### src/rtl/pid_seq_pkg.sv
// rtl/pid_seq_pkg.sv - shared constants and state encodings for the PID sequencer
package pid_seq_pkg;

    localparam int VEL_W = 9;

    localparam logic [7:0] FRAME_HDR  = 8'hA5;
    localparam logic [7:0] CMD_KPKD   = 8'h01;
    localparam logic [7:0] CMD_PER_LO = 8'h02;
    localparam logic [7:0] CMD_PER_HI = 8'h03;
    localparam logic [7:0] CMD_RUN    = 8'h04;

    typedef enum logic [1:0] {
        PS_IDLE = 2'd0,
        PS_CMD  = 2'd1,
        PS_DATA = 2'd2,
        PS_CHK  = 2'd3
    } parse_state_t;

    typedef enum logic [1:0] {
        LS_STOP    = 2'd0,
        LS_WAIT    = 2'd1,
        LS_ACTIVE  = 2'd2,
        LS_CAPTURE = 2'd3
    } loop_state_t;

    function automatic logic cmd_known(input logic [7:0] c);
        return (c == CMD_KPKD) || (c == CMD_PER_LO) || (c == CMD_PER_HI) || (c == CMD_RUN);
    endfunction

endpackage

### src/rtl/pid_cmd_parser.sv
// rtl/pid_cmd_parser.sv - 4-byte config frame parser with inter-byte timeout and checksum
module pid_cmd_parser
    import pid_seq_pkg::*;
#(
    parameter int BYTE_TIMEOUT = 50000
)(
    input  logic       clk,
    input  logic       rst_n,
    input  logic [7:0] rx_data,
    input  logic       rx_valid,
    output logic       cmd_valid,
    output logic [7:0] cmd,
    output logic [7:0] data,
    output logic       cfg_err
);

    localparam int TW = $clog2(BYTE_TIMEOUT + 1);

    parse_state_t state, state_nxt;
    logic [TW-1:0] idle_cnt;
    logic          timeout;
    logic          chk_byte;
    logic          frame_ok;

    // Timeout fires on the last of BYTE_TIMEOUT consecutive idle clocks inside a frame
    assign timeout  = (state != PS_IDLE) && !rx_valid && (idle_cnt == TW'(BYTE_TIMEOUT - 1));
    assign chk_byte = (state == PS_CHK) && rx_valid;
    assign frame_ok = (rx_data == (cmd ^ data)) && cmd_known(cmd);

    // Frame state register
    always_ff @(posedge clk or negedge rst_n) begin
        if (!rst_n) state <= PS_IDLE;
        else        state <= state_nxt;
    end

    // Frame next-state: only the header is filtered, every later byte is a field
    always_comb begin
        state_nxt = state;
        case (state)
            PS_IDLE: if (rx_valid && rx_data == FRAME_HDR) state_nxt = PS_CMD;
            PS_CMD:  if (rx_valid) state_nxt = PS_DATA; else if (timeout) state_nxt = PS_IDLE;
            PS_DATA: if (rx_valid) state_nxt = PS_CHK;  else if (timeout) state_nxt = PS_IDLE;
            PS_CHK:  if (rx_valid || timeout) state_nxt = PS_IDLE;
            default: state_nxt = PS_IDLE;
        endcase
    end

    // Accepted-frame strobe is combinational so the write lands on the CHK edge
    always_comb begin
        cmd_valid = chk_byte && frame_ok;
    end

    // Field capture, idle counting and the registered error strobe
    always_ff @(posedge clk or negedge rst_n) begin
        if (!rst_n) begin
            cmd      <= '0;
            data     <= '0;
            idle_cnt <= '0;
            cfg_err  <= 1'b0;
        end else begin
            if (state == PS_CMD && rx_valid)  cmd  <= rx_data;
            if (state == PS_DATA && rx_valid) data <= rx_data;
            if (state == PS_IDLE || rx_valid || timeout) idle_cnt <= '0;
            else                                         idle_cnt <= idle_cnt + 1'b1;
            cfg_err <= chk_byte && !frame_ok;
        end
    end

endmodule

### src/rtl/pid_sequencer.sv
// rtl/pid_sequencer.sv - UART-configured periodic PID enable/capture sequencer
module pid_sequencer
    import pid_seq_pkg::*;
#(
    parameter int         PID_LAT      = 2,
    parameter int         BYTE_TIMEOUT = 50000,
    parameter int         PERIOD_RST   = 1000,
    parameter logic [7:0] KPKD_RST     = 8'hC3
)(
    input  logic             clk,
    input  logic             rst_n,
    input  logic [7:0]       rx_data,
    input  logic             rx_valid,
    input  logic [VEL_W-1:0] meas_vel,
    input  logic             meas_valid,
    input  logic [VEL_W-1:0] pid_vel_output,
    output logic [VEL_W-1:0] pid_current_vel,
    output logic [7:0]       pid_KpKd,
    output logic             pid_en,
    output logic [VEL_W-1:0] duty_out,
    output logic             duty_valid,
    output logic             cfg_err,
    output logic             running
);

    localparam int          LW         = (PID_LAT > 1) ? $clog2(PID_LAT) : 1;
    localparam logic [15:0] MIN_PERIOD = 16'(PID_LAT + 2);

    logic             cmd_valid;
    logic [7:0]       cmd;
    logic [7:0]       data;
    logic [15:0]      period_reg;
    logic [7:0]       kpkd_shadow;
    logic [7:0]       kpkd_next;
    logic             run_next;
    logic [15:0]      eff_period;
    logic [15:0]      reload_val;
    logic [VEL_W-1:0] meas_hold;
    logic [VEL_W-1:0] vel_sample;
    logic [15:0]      cnt;
    logic [LW-1:0]    lat_cnt;
    logic             lat_done;
    logic             tick;
    loop_state_t      state, state_nxt;

    pid_cmd_parser #(
        .BYTE_TIMEOUT (BYTE_TIMEOUT)
    ) u_parser (
        .clk       (clk),
        .rst_n     (rst_n),
        .rx_data   (rx_data),
        .rx_valid  (rx_valid),
        .cmd_valid (cmd_valid),
        .cmd       (cmd),
        .data      (data),
        .cfg_err   (cfg_err)
    );

    // Values as they will be after this edge's config write (the loop reacts to them at once)
    assign run_next   = (cmd_valid && cmd == CMD_RUN)  ? data[0] : running;
    assign kpkd_next  = (cmd_valid && cmd == CMD_KPKD) ? data    : kpkd_shadow;
    // Reload uses the registered period, so a same-cycle write waits for the following reload
    assign eff_period = (period_reg < MIN_PERIOD) ? MIN_PERIOD : period_reg;
    assign reload_val = eff_period - 16'd1;
    assign vel_sample = meas_valid ? meas_vel : meas_hold;
    assign tick       = (state == LS_WAIT) && (cnt == 16'd0);
    assign lat_done   = (lat_cnt == LW'(PID_LAT - 1));

    // Configuration registers written by accepted frames
    always_ff @(posedge clk or negedge rst_n) begin
        if (!rst_n) begin
            period_reg  <= 16'(PERIOD_RST);
            kpkd_shadow <= KPKD_RST;
            running     <= 1'b0;
        end else if (cmd_valid) begin
            case (cmd)
                CMD_KPKD:   kpkd_shadow      <= data;
                CMD_PER_LO: period_reg[7:0]  <= data;
                CMD_PER_HI: period_reg[15:8] <= data;
                CMD_RUN:    running          <= data[0];
                default:    ;
            endcase
        end
    end

    // Hold the latest measured velocity
    always_ff @(posedge clk or negedge rst_n) begin
        if (!rst_n)          meas_hold <= '0;
        else if (meas_valid) meas_hold <= meas_vel;
    end

    // Loop state register
    always_ff @(posedge clk or negedge rst_n) begin
        if (!rst_n) state <= LS_STOP;
        else        state <= state_nxt;
    end

    // Loop next-state: clearing run wins over everything
    always_comb begin
        state_nxt = state;
        if (!run_next) begin
            state_nxt = LS_STOP;
        end else begin
            case (state)
                LS_STOP:    state_nxt = LS_WAIT;
                LS_WAIT:    if (tick) state_nxt = LS_ACTIVE;
                LS_ACTIVE:  if (lat_done) state_nxt = LS_CAPTURE;
                LS_CAPTURE: state_nxt = LS_WAIT;
                default:    state_nxt = LS_STOP;
            endcase
        end
    end

    // Loop combinational outputs
    always_comb begin
        pid_en = (state == LS_ACTIVE);
    end

    // Period counter keeps running through ACTIVE/CAPTURE so ticks stay exactly P apart
    always_ff @(posedge clk or negedge rst_n) begin
        if (!rst_n) begin
            cnt     <= '0;
            lat_cnt <= '0;
        end else begin
            if (state_nxt == LS_STOP)            cnt <= '0;
            else if (state == LS_STOP || tick)   cnt <= reload_val;
            else if (cnt != 16'd0)               cnt <= cnt - 16'd1;
            if (state == LS_ACTIVE && state_nxt == LS_ACTIVE) lat_cnt <= lat_cnt + 1'b1;
            else                                              lat_cnt <= '0;
        end
    end

    // Registered datapath outputs; gains only move while the PID is idle
    always_ff @(posedge clk or negedge rst_n) begin
        if (!rst_n) begin
            pid_current_vel <= '0;
            pid_KpKd        <= KPKD_RST;
            duty_out        <= '0;
            duty_valid      <= 1'b0;
        end else begin
            if (state_nxt == LS_ACTIVE && state == LS_WAIT) pid_current_vel <= vel_sample;
            if (state_nxt == LS_STOP || state_nxt == LS_WAIT) pid_KpKd <= kpkd_next;
            duty_valid <= (state == LS_CAPTURE) && run_next;
            if (state == LS_CAPTURE && run_next) duty_out <= pid_vel_output;
        end
    end

endmodule
### config.mk
export PLATFORM = sky130hd
export DESIGN_NAME = pid_sequencer
export DESIGN_NICKNAME = d
export VERILOG_FILES = /design/src/rtl/pid_seq_pkg.sv /design/src/rtl/pid_cmd_parser.sv /design/src/rtl/pid_sequencer.sv
export SDC_FILE = /design/constraint.sdc
export NUM_CORES = 1
export LEC_CHECK = 0
export ABC_AREA = 1
export CELL_PAD_IN_SITES_DETAIL_PLACEMENT = 0
export CELL_PAD_IN_SITES_GLOBAL_PLACEMENT = 2
export CORE_MARGIN = 2
export CORE_UTILIZATION = 36
export DETAILED_ROUTE_END_ITERATION = 6
export GPL_ROUTABILITY_DRIVEN = 0
export PLACE_DENSITY = 0.83
export SYNTH_ARGS = -nofsm -noshare
export SYNTH_HDL_FRONTEND = slang
export SYNTH_SLANG_ARGS = --single-unit
### constraint.sdc
create_clock -name clk -period 5.1 [get_ports clk]
set_input_delay 1.02 -clock clk [delete_from_list [all_inputs] [get_ports clk]]
set_output_delay 1.02 -clock clk [all_outputs]
set_load 0.01 [all_outputs]
### Yosys cells after proc, flatten, opt, wreduce, memory -nomap -nowiden

Index checks and enable logic that the tools add are counted.

* logic and storage cells: 97
* bits of input ports: 30
* flip-flop bits (word level): 115
* output and inout port bits: 30

* bitwise operators: 1
* equality and inequality tests: 17
* magnitude comparators: 1
* add/sub/neg operators: 4
* reduce and logical (&&, ||, !) cells: 38
* muxes and demuxes: 19

Operators by type and width (number)
* $mux W16: 5
* $sub A16 B1 Y16 const B: 2
* $add A16 B1 Y16 const B: 1
* $eq A16 B16 Y1 const B: 1
* $eq A8 B2 Y1 const B: 2
* $logic_not A16 Y1: 1
* $lt A16 B3 Y1 const B: 1
* $mux W2: 8
* $reduce_bool A16 Y1: 1
* $logic_and A1 B1 Y1: 15
* $eq A2 B2 Y1 const B: 5
* $reduce_and A2 Y1: 5
* $mux W9: 1
* $eq A8 B1 Y1 const B: 1
* $eq A8 B3 Y1 const B: 1
* $eq A8 B8 Y1: 1
* $eq A8 B8 Y1 const B: 1
* $logic_or A1 B1 Y1: 8
* $mux W8: 1
* $pmux W2 S4: 1
* $xor A8 B8 Y8: 1
* $eq A2 B1 Y1 const B: 3
* $logic_not A2 Y1: 3
* $pmux W2 S3: 1
* other kinds (8): 10

### Logic depth before layout (Yosys ltp)

* depth after elaboration: 12
* depth in mapped cells: 18

### By module

Synthesis repeated with hierarchy kept, for this count alone.

* cell total of the unflattened synthesis: 745
* area total of the unflattened synthesis: 5929.4 um^2

By module, submodules not included
* pid_sequencer: cells each 479, area an instance 3991.3 um^2, instances 1
* pid_cmd_parser: cells each 266, area an instance 1938.1 um^2, instances 1

### Least setup slack after synthesis

No wires, ideal clock.

* kind: input to register
* from: input rx_data[4]
* to: register pid_KpKd[5]
* setup slack: 2.735 ns
* data arrival time: 2.249 ns
* required time: 4.984 ns
* stages on the path: 13
* cells stage by stage: inv_1 -> nand2_1 -> nand2_1 -> nand2_1 -> nand2_1 -> nand3_1 -> nor4_4 -> nand2_2 -> buf_2 -> nand2_1 -> o21ai_2 -> nand2_1 -> nand2_1

* elaborated cells between the ends (all ways): 11
* those cells by class: eq/ne (2); mux (3); reduce/logical (6)

RTL lines
* from (decl): RTL line pid_sequencer.sv:12 `input logic [7:0] rx_data,`
* $eq A8 B8 Y1: RTL line pid_cmd_parser.sv:28 `assign frame_ok = (rx_data == (cmd ^ data)) && cmd_known(cmd);`
* $logic_and A1 B1 Y1: RTL line pid_cmd_parser.sv:28
* $logic_and A1 B1 Y1: RTL line pid_cmd_parser.sv:50 `cmd_valid = chk_byte && frame_ok;`
* $logic_and A1 B1 Y1: RTL line pid_sequencer.sv:61 `assign kpkd_next = (cmd_valid && cmd == CMD_KPKD) ? data : kpkd_shadow;`
* $mux W8: RTL line pid_sequencer.sv:61
* net kpkd_next[5]: RTL line pid_sequencer.sv:34 `logic [7:0] kpkd_next;`
* to (signal assigned): RTL line pid_sequencer.sv:142 `if (state_nxt == LS_STOP || state_nxt == LS_WAIT) pid_KpKd <= kpkd_next;`
* to (decl): RTL line pid_sequencer.sv:18 `output logic [7:0] pid_KpKd,`

The timed path passes the listed nets, and every way through them passes these cells.
A chain may end at the register's enable or synchronous reset.

### Worst setup path in the final report

* from: register state[1]
* to: register cnt[14]

* cells in the longest elaborated chain, start to end: 7
* elaborated cells between the ends (all ways): 15
* those cells by class: eq/ne (3); mux (6); reduce/logical (6)

Ends and longest elaborated chain
* from (decl): RTL line pid_sequencer.sv:44 `loop_state_t state, state_nxt;`
* from (signal assigned): RTL line pid_sequencer.sv:95 `else state <= state_nxt;`
* $eq A2 B1 Y1: RTL line pid_sequencer.sv:66, pid_sequencer.sv:104
* $logic_and A1 B1 Y1: RTL line pid_sequencer.sv:66 `assign tick = (state == LS_WAIT) && (cnt == 16'd0);`
* $mux W2: RTL line pid_sequencer.sv:106 `LS_WAIT: if (tick) state_nxt = LS_ACTIVE;`
* $pmux W2 S3: RTL line pid_sequencer.sv:104 `case (state)`
* $mux W2: RTL line pid_sequencer.sv:101 `if (!run_next) begin`
* $logic_not A2 Y1: RTL line pid_sequencer.sv:125 `if (state_nxt == LS_STOP) cnt <= '0;`
* $reduce_bool A3 Y1 (no source line) / $mux W16 (equally long branches)
* to (signal assigned): RTL line pid_sequencer.sv:126 `else if (state == LS_STOP || tick) cnt <= reload_val;`
* to (signal assigned): RTL line pid_sequencer.sv:127 `else if (cnt != 16'd0) cnt <= cnt - 16'd1;`
* to (decl): RTL line pid_sequencer.sv:40 `logic [15:0] cnt;`

Several ways; a longest one is shown, not always the timed one.

==> out/qor.yml <==
sta:
  rsz0062_at_grt: "false"
  fin_crit_sh: 0.622
  finalSetupTns_ns: 0
  finClkSkew_ns: 0.00479
  fmax_mhz: 315
  slew_violations: 0
  min_period_ns: 3.17
  setup_viol: 0
  timing.hold.ws_ns: 0.423
  hold_viol_final: 0
  relSlewSlack: 0.568
  worst_pin_slew_ns: 0.648
yosys:
  syn_avg_cell_area_sq_um: 7.98
  synth_largest_area_cell: "dfrtp_1"
  yosysMostFrequentCell: "nand2_1"
  synth-main-ff-cell: "dfrtp_1"
  synthCells: 730
  synth-edff-count: 0
  ys_top_cells_by_area: "dfrtp_1, nand2_1, dfstp_2"
  syn_area_sq_um: 5820
  yosysTopAreaCellShare: 0.434
  ys_ff_latch: 115
  syn_nets: 767
  ys_types: 38
  synthTopCellsByCount: "nand2_1, dfrtp_1, inv_1, nor2_1, nand3_1"
  synth_warnings: 0
  async_flop_share: 1.00
  ys_seq_area_frac: 0.497
power:
  leakagePower_nw: 3.53
  pwr_density_cell_nw_per_um2: 377
  power.total_mw: 2.71
  ir_drop_uv: 214
detailed_routing:
  vias_per_cell: 4.68
  avgRoutedWirePerCell_um: 13.8
  drt_iter0_drc: 252
  first_pass_iters: 5
  route.final.wire_length_mm: 14.2
  drcViolationCount: 0
  ant_nets: 0
  dr_total_vias: 4798
setup_path:
  required_ns: 5.40
  crit_end: "cnt[14]$_DFFE_PN0P_"
  critPathSlowestCell: "ha_1"
  critPathKind: "reg2reg"
  startpoint: "state[1]$_DFF_PN0_"
  crit_path_start_kind: "flip-flop"
  critical_path.most_common_cell: "inv_1"
  crit_family: "simple AND/OR/NAND/NOR gates"
  crit_path_max_incr_delay_ns: 0.52
  end_kind: "flip-flop"
  cp_cell_sequence: "inv_1 -> ha_1 -> nand3_2 -> nand2_4 -> inv_1 -> nand2_1 -> nand2_2 -> inv_1 -> ha_1 -> nand3_1 -> nor2_1 -> nand3_1 -> nand2_1 -> nand2_1 -> nand3_1 -> inv_1"
  timing.rr.start: "state[1]$_DFF_PN0_"
  path_depth: 16
  r2r_end: "cnt[14]$_DFFE_PN0P_"
  r2r_slack_ns: 1.93
  cp_max_fo: 23
  worstPathArrival_ns: 3.47
  ff2ff_path_depth: 16
  critPathBufInv: 4
finish:
  finalInstanceArea_sq_um: 7200
  antenna-diode-count: 0
  fin_nets: 834
  area_growth_pct: 23.7
  drive_gt1_frac: 0.121
die:
  die_width_um: 131
  die_h_um: 131
  dieArea_sq_um: 17200
  boundaryPins: 60
  initial_core_util: 0.368
  num_rows: 46
  fp.coreArea_sq_um: 15800
placement:
  place_hpwl_mm: 10.5
  placed_area_sq_um: 6610
  portBuffers: 59
global_route:
  grt_use_met1: 0.228
  antenna_found_initial: 0
  grt_pass1_vias: 4749
  globalRoute.busiestLayer: "met2"
  grtUsageMet2: 0.288
  grt_use_met3: 0.0424
  grt_max_degree: 51
  grt_usage: 0.175
  grt_pass1_wl_mm: 24.2
  grt_remaining_overflow: 0
clock_network:
  clockBufferDepth: 2
  post-cts-setup-buffers: 0
  numClockSinks: 115
  clkLatencyLatePin_ns: 0.41
  clockRootBuffer: "clkbuf_16"
  cts_repair_resize_count: 0
  cts.clk_slew.worst_paths_ns: 0.05
  htreeDepth: 4
  cts_tree: "built"
  cts_hold_buf: 0
  numCtsBuffers: 17
flow_run:
  maxCapViolCount: 0
run_status:
  outcome: "complete, no violations"
hold_path:
  hp-class: "reg2reg"
==> report_power, final <==
| group | switching (mW) | internal, mW | leakage (nW) |
|---|---|---|---|
| sequential | 0.0696 | 0.992 | 1.51 |
| clock | 0.430 | 0.764 | 0.282 |
| combinational | 0.312 | 0.148 | 1.74 |
==> cells by family (layout without fill, tap and decap cells) <==
| logic type | Yosys count | in the layout | synth area share |
|---|---|---|---|
| AOI/OAI and AO/OA | 75 | 75 | 0.0672 |
| xor gates and xnor gates | 10 | 10 | 0.0150 |
| adders and majority gates | 7 | 7 | 0.0150 |
| buffers and inverters | 91 | 171 | 0.0651 |
| DFF | 115 | 115 | 0.497 |
| muxes | 9 | 9 | 0.0174 |
| and+or+nand+nor | 423 | 423 | 0.323 |
==> worst min-delay path by stage <==
stage | slack (ns) | depth (start not counted) | end | from
floorplan | 0.40 | 1 | lat_cnt$_DFF_PN0_ | lat_cnt$_DFF_PN0_
global placement | 0.41 | 1 | lat_cnt$_DFF_PN0_ | lat_cnt$_DFF_PN0_
detailed placement | 0.41 | 1 | lat_cnt$_DFF_PN0_ | lat_cnt$_DFF_PN0_
CTS | 0.43 | 1 | lat_cnt$_DFF_PN0_ | lat_cnt$_DFF_PN0_
global route | 0.44 | 1 | lat_cnt$_DFF_PN0_ | lat_cnt$_DFF_PN0_
finish | 0.42 | 1 | lat_cnt$_DFF_PN0_ | lat_cnt$_DFF_PN0_
==> worst reg2reg max path: cells and delay by family (launching register included) <==
kind | cells | cell delay [ns]
buffers and inverters | 4 | 0.31
adders and majority gates | 2 | 0.72
and+or+nand+nor | 10 | 1.63
DFF | 1 | 0.41
==> cell usage in the layout (no fill, tap or decap), drive strengths merged <==
cell type / instances
clkinvlp: 4
xnor2: 1
nand2: 245
inv: 78
nor3b: 1
xor2: 9
nand4: 10
o211ai: 1
clkbuf: 18
nor2: 85
buf: 3
dfrtp: 101
a21o: 1
o21ai: 62
clkinv: 7
mux2: 9
nor4: 3
ha: 7
nand3: 64
or2: 1
clkdlybuf4s50: 58
dfstp: 14
bufinv: 3
a21oi: 11
nor3: 9
nand3b: 5
==> metal layers <==
metal / wire, um / share of wire
met1: 6710 / 0.47
met2: 6820 / 0.48
met3: 458 / 0.032
met4: 184 / 0.013
met5: 0 / 0
==> metrics by stage <==
stage	instances	util	setup WS (ns)
after floorplan	730	-	2.73
after global placement	994	0.418	1.73
after detailed placement	994	0.418	1.68
after CTS	1026	0.455	1.91
after global routing	1026	0.455	1.55
final	1026	0.455	1.93
==> cell type report <==
class / count / area (sq um)
Sequential cell: 115 / 2900
Fill cell: 1582 / 8620
Multi-Input combinational cell: 524 / 2550
Clock inverter: 14 / 163
Timing Repair Buffer: 61 / 603
Clock buffer: 18 / 429
Inverter: 78 / 293
Tap cell: 216 / 270
No activity file was read; power rests on OpenSTA's default activity.
